**config.mk**
```make
export PLATFORM = sky130hd
export DESIGN_NAME = permutation_unrolled
export DESIGN_NICKNAME = d
export VERILOG_FILES = /design/src/rtl/ascon_pack.sv /design/src/rtl/ascon_round.sv /design/src/rtl/permutation_unrolled.sv
export SDC_FILE = /design/constraint.sdc
export NUM_CORES = 2
export LEC_CHECK = 0
export ABC_AREA = 1
export CAP_MARGIN = 15
export CELL_PAD_IN_SITES_DETAIL_PLACEMENT = 0
export CELL_PAD_IN_SITES_GLOBAL_PLACEMENT = 2
export CORE_AREA = 2 2 351 353
export DETAILED_ROUTE_END_ITERATION = 10
export DIE_AREA = 0 0 353 355
export DONT_BUFFER_PORTS = 1
export GPL_TIMING_DRIVEN = 0
export PLACE_DENSITY_LB_ADDON = 0.1
export SLEW_MARGIN = 0
export SYNTH_ARGS = -nofsm -noshare
export SYNTH_HDL_FRONTEND = slang
export SYNTH_HIERARCHICAL = 1
export SYNTH_SLANG_ARGS = --single-unit
```
**constraint.sdc**
```tcl
create_clock -name clock_i -period 21.8 [get_ports clock_i]
set_input_delay 4.36 -clock clock_i [delete_from_list [all_inputs] [get_ports clock_i]]
set_output_delay 4.36 -clock clock_i [all_outputs]
set_load 0.01 [all_outputs]
```
**src/rtl/ascon_pack.sv**
```systemverilog
// ============================================================================
// Module      : ascon_pack
// Description : Shared Ascon types, round counts and round-constant helper.
// Revision    : 1.0 - initial release
// ============================================================================
`default_nettype none

package ascon_pack;

  localparam int PA_ROUNDS = 12;
  localparam int PB_ROUNDS = 6;

  // Word i of the state is element [i]; word 0 is the rate word.
  typedef logic [4:0][63:0] type_state;

  typedef enum logic {
    IDLE = 1'b0,
    RUN  = 1'b1
  } fsm_state_t;

  function automatic logic [7:0] round_const(input logic [3:0] r);
    logic [3:0] hi;
    hi = 4'hF - r;
    return {hi, r};
  endfunction

endpackage

`default_nettype wire

```
**src/rtl/ascon_round.sv**
```systemverilog
// ============================================================================
// Module      : ascon_round
// Description : One combinational Ascon round: constant add, S-box, diffusion.
// Revision    : 1.0 - initial release
// ============================================================================
`default_nettype none

module ascon_round
  import ascon_pack::*;
(
  input  type_state   state_in,
  input  logic [3:0]  round_idx,
  output type_state   state_out
);

  type_state w_a;
  type_state w_b;
  type_state w_c;

  // Bitsliced 5-bit S-box applied to all 64 columns at once.
  assign w_a[0] = state_in[0] ^ state_in[4];
  assign w_a[1] = state_in[1];
  assign w_a[2] = state_in[2] ^ {56'd0, round_const(round_idx)} ^ state_in[1];
  assign w_a[3] = state_in[3];
  assign w_a[4] = state_in[4] ^ state_in[3];

  assign w_b[0] = w_a[0] ^ (~w_a[1] & w_a[2]);
  assign w_b[1] = w_a[1] ^ (~w_a[2] & w_a[3]);
  assign w_b[2] = w_a[2] ^ (~w_a[3] & w_a[4]);
  assign w_b[3] = w_a[3] ^ (~w_a[4] & w_a[0]);
  assign w_b[4] = w_a[4] ^ (~w_a[0] & w_a[1]);

  assign w_c[0] = w_b[0] ^ w_b[4];
  assign w_c[1] = w_b[1] ^ w_b[0];
  assign w_c[2] = ~w_b[2];
  assign w_c[3] = w_b[3] ^ w_b[2];
  assign w_c[4] = w_b[4];

  // Linear layer: each word XORed with two right-rotations of itself.
  assign state_out[0] = w_c[0] ^ {w_c[0][18:0], w_c[0][63:19]} ^ {w_c[0][27:0], w_c[0][63:28]};
  assign state_out[1] = w_c[1] ^ {w_c[1][60:0], w_c[1][63:61]} ^ {w_c[1][38:0], w_c[1][63:39]};
  assign state_out[2] = w_c[2] ^ {w_c[2][0],    w_c[2][63:1]}  ^ {w_c[2][5:0],  w_c[2][63:6]};
  assign state_out[3] = w_c[3] ^ {w_c[3][9:0],  w_c[3][63:10]} ^ {w_c[3][16:0], w_c[3][63:17]};
  assign state_out[4] = w_c[4] ^ {w_c[4][6:0],  w_c[4][63:7]}  ^ {w_c[4][40:0], w_c[4][63:41]};

endmodule

`default_nettype wire

```
**src/rtl/permutation_unrolled.sv**
```systemverilog
// ============================================================================
// Module      : permutation_unrolled
// Description : Iterative Ascon pa/pb engine, UNROLL rounds per clock, with
//               begin-XOR absorb and optional key end-XOR (ASCON_XOR_END_EN).
// Revision    : 1.0 - initial release
// ============================================================================
`default_nettype none

module permutation_unrolled
  import ascon_pack::*;
#(
  parameter int UNROLL = 1
) (
  input  logic         clock_i,
  input  logic         reset_i,
  input  logic         start_i,
  input  logic         pa_i,
  input  logic         sel_ext_i,
  input  type_state    state_i,
  input  logic         absorb_i,
  input  logic [63:0]  data_i,
  input  logic         key_end_i,
  input  logic [127:0] key_i,
  output logic         ready_o,
  output logic         done_o,
  output type_state    state_o,
  output logic [63:0]  C_o
);

  if (!(UNROLL == 1 || UNROLL == 2 || UNROLL == 3 || UNROLL == 6)) begin : g_bad_unroll
    $error("permutation_unrolled: UNROLL must be 1, 2, 3 or 6");
  end

  localparam logic [3:0] STEP = 4'(UNROLL);

  fsm_state_t  r_fsm;
  logic [3:0]  r_cnt;
  type_state   r_state;
  logic [63:0] r_c;
  logic        r_ready;
  logic        r_done;

  type_state   w_src;
  type_state   w_x;
  type_state   w_in;
  type_state   w_result;
  type_state   w_chain [UNROLL+1];
  logic        w_idle;
  logic [3:0]  w_base;
  logic [3:0]  w_next_cnt;
  logic        w_last;

  always_comb begin
    w_src = sel_ext_i ? state_i : r_state;
    w_x   = w_src;
    if (absorb_i) w_x[0] = w_src[0] ^ data_i;
  end

  // In IDLE the chain works on the accept-time source; in RUN on the register.
  assign w_idle     = (r_fsm == IDLE);
  assign w_in       = w_idle ? w_x : r_state;
  assign w_base     = w_idle ? (pa_i ? 4'd0 : 4'(PA_ROUNDS - PB_ROUNDS)) : r_cnt;
  assign w_next_cnt = w_base + STEP;
  assign w_last     = (w_next_cnt == 4'(PA_ROUNDS));

  assign w_chain[0] = w_in;

  for (genvar i = 0; i < UNROLL; i++) begin : g_round
    ascon_round u_round (
      .state_in  (w_chain[i]),
      .round_idx (w_base + 4'(i)),
      .state_out (w_chain[i+1])
    );
  end

`ifdef ASCON_XOR_END_EN
  logic r_key_end;
  logic w_key_end;

  assign w_key_end = w_idle ? key_end_i : r_key_end;

  always_comb begin
    w_result = w_chain[UNROLL];
    if (w_last && w_key_end) begin
      w_result[3] = w_chain[UNROLL][3] ^ key_i[127:64];
      w_result[4] = w_chain[UNROLL][4] ^ key_i[63:0];
    end
  end
`else
  logic w_unused_key;
  assign w_unused_key = ^{key_end_i, key_i};
  assign w_result     = w_chain[UNROLL];
`endif

  always_ff @(posedge clock_i or posedge reset_i) begin
    if (reset_i) begin
      r_fsm   <= IDLE;
      r_cnt   <= 4'd0;
      r_state <= '0;
      r_c     <= 64'd0;
      r_ready <= 1'b1;
      r_done  <= 1'b0;
`ifdef ASCON_XOR_END_EN
      r_key_end <= 1'b0;
`endif
    end else begin
      r_done <= 1'b0;
      case (r_fsm)
        IDLE: begin
          if (start_i) begin
            r_state <= w_result;
            r_c     <= w_x[0];
            r_cnt   <= w_next_cnt;
`ifdef ASCON_XOR_END_EN
            r_key_end <= key_end_i;
`endif
            // A single-cycle permutation finishes on its own accept edge.
            if (w_last) begin
              r_done <= 1'b1;
            end else begin
              r_fsm   <= RUN;
              r_ready <= 1'b0;
            end
          end
        end
        RUN: begin
          r_state <= w_result;
          r_cnt   <= w_next_cnt;
          if (w_last) begin
            r_fsm   <= IDLE;
            r_ready <= 1'b1;
            r_done  <= 1'b1;
          end
        end
        default: begin
          r_fsm   <= IDLE;
          r_ready <= 1'b1;
        end
      endcase
    end
  end

  assign ready_o = r_ready;
  assign done_o  = r_done;
  assign state_o = r_state;
  assign C_o     = r_c;

endmodule

`default_nettype wire

```
==> results.cfg <==
[floorplanning]
dieHeight_um = 355
ios = 905
initial_core_util_pct = 35.55
rows = 128
die_w_um = 353
core_area_mm2 = 0.1214
fp.dieArea_mm2 = 0.1253

[finish]
drive_gt1_share_pct = 10.86
nets = 7496
final_cells = 8521
area_delta_synth_final_pct = 9.811
fillCellCount = 13300
regArea_mm2 = 0.009786
stdcell_area_mm2 = 0.04739
multiInputGateArea_mm2 = 0.02991

[timing]
tightest_slew_ps = 1448
fin_worst_skew_ps = 38.77
hold_viol = 0
fmax_ghz = 0.1240
finalCriticalPeriod_ps = 8065
finalSetupViolations = 0
setup_tns_ps = 0
rsz0062_at_grt = false
timing.slew.headroom_pct = 3.141
holdWs_ps = 496.7
period_share_pct = 37.00
slew_viol_final = 0

[logic_synthesis]
syn_nets = 7424
synth_cell_types = 36
synth_warnings = 6
syn_area_per_cell_um2 = 6.369
synth_area_mm2 = 0.04316
yosysSeqAreaShare_pct = 22.67
ys_ff_latch = 391
syn-instance-count = 6776

[clocking]
clockBufferDepth = 3
cts_resized = 0
clkLatencyLatePin_ps = 680
clockRootBuffer = clkbuf_16
htree_levels = 2
numCtsBuffers = 51
hold_buffers = 0
path_clk_slew_ps = 60
clock_sinks = 391
post-cts-setup-buffer-count = 0
cts_tree = done

[routing]
drt_iter0_markers = 5572
firstDrtPassIters = 6
vias = 46530
wl_per_cell_um = 31.98
via_per_inst = 5.460
ant_nets = 0
postRouteWirelength_um = 272500
drc = 0

[setup_path]
worstPathRequired_ps = 22390
endpoint_kind = flop
start_kind = input pin
critical_path_class = input pin to flop
critPathMaxFanout = 10
cp.arrival_ps = 8660

[global_routing]
grt_max_degree = 118
grt_usage_pct = 41.96
first_global_vias = 41910
grt.overflow.total = 0
grt_first_pass_wirelength_um = 358000
antenna_found_initial = 12

[place]
placed_cells = 8420
placed_area_mm2 = 0.04555
gp_congestion = 1.076
port-buffer-count = 0
hpwl_um = 235500

[flow_run]
drv_cap = 0

[run_status]
status = completed

[hold_path]
hold_path.class = flop to flop
[worst max-delay path: stages]
cell and delay, ps:
buf_4 190, nand2_4 150, buf_12 300, buf_12 200, mux2_4 320, inv_1 60, nand2_1 40, nand2_1 190
inv_1 70, ha_1 310, xnor2_2 480, inv_1 310, xor2_1 850, buf_4 300, nand2_1 80, nand2_1 70
nand2_1 50, nand2_1 100, nand2_1 110, nand2_1 80
[synthesized netlist by cell type (all sizes together)]
cell,number,area share (%)
mux2,256,8.8
nand4,3,0.043
dfrtp,390,23
nand3,774,9.0
dfstp,1,0.061
a21o,34,0.59
inv,625,5.4
a21boi,13,0.33
a21oi,50,0.82
nand3b,12,0.21
xor2,269,6.4
buf,141,2.6
nor2,18,0.16
nand2,3717,32
ha,129,3.7
clkbuf,14,0.13
xnor2,196,5.0
o21ai,134,1.6
[cell families (layout without fill, tap and decap cells)]
group / after synthesis / after routing / share of synthesized area, %
and+or+nand+nor: 4524 / 4524 / 41.85
buffers and inverters: 780 / 893 / 8.202
xor gates and xnor gates: 465 / 465 / 11.47
DFF: 391 / 391 / 22.67
muxes: 256 / 256 / 8.767
AOI/OAI and AO/OA: 231 / 231 / 3.299
adders and majority gates: 129 / 129 / 3.740
other: 0 / 7 / 0
[final cells by class]
| class | count | share of cell area (%) |
|---|---|---|
| antenna | 7 | 0.03696 |
| buffer | 155 | 2.508 |
| clock buffer | 65 | 2.973 |
| clock inverter | 29 | 0.8739 |
| inverter | 625 | 4.977 |
| multi-input combinational | 5605 | 63.12 |
| sequential | 391 | 20.65 |
| tap | 1625 | 4.290 |
| timing repair buffer | 19 | 0.5703 |
[worst paths after layout]
path	startpoint	to	slack (ps)	depth (start not counted)
max reg2reg	r_fsm	state_o[247]	17130	21
min reg2reg	ready_o	ready_o	500	2
max	sel_ext_i	state_o[247]	13730	20
max in group asynchronous	reset_i	state_o[166]	16570	3
min	ready_o	ready_o	500	2
min in group asynchronous	reset_i	C_o[16]	3580	1
[placed cells by master (no fill, tap or decap), drive strengths merged, types with 13 or more instances in the layout]
cell	count
nand2	3717
nand3	774
inv	630
dfrtp	390
xor2	269
mux2	256
xnor2	196
buf	160
o21ai	134
ha	129
clkbuf	79
a21oi	50
a21o	34
nor2	18
a21boi	13
[layer usage]
layer	track usage [%]	up-vias	share of wire [%]
li1	-	21260	-
met1	53.96	22580	41
met5	0	-	0.010
met2	66.11	2274	44
met4	23.63	4	6.5
met3	7.923	401	8.6
[flip-flops by register name, summed over array words and instances, names as in the netlist]
register / cells
state_o: 320
r_fsm: 1
C_o: 64
done_o: 1
r_cnt: 4
ready_o: 1
[metrics by stage]
step / utilization [%] / setup WS (ps)
floorplan: - / 6572
global placement: 37.23 / 780.8
detailed placement: 37.52 / 13190
CTS: 39.02 / 13870
global route: 39.02 / 13700
finish: 39.04 / 13730
Power is left out: the tool's default activity adds up to more than one toggle a clock period on the data nets, which glitch-free logic cannot reach.
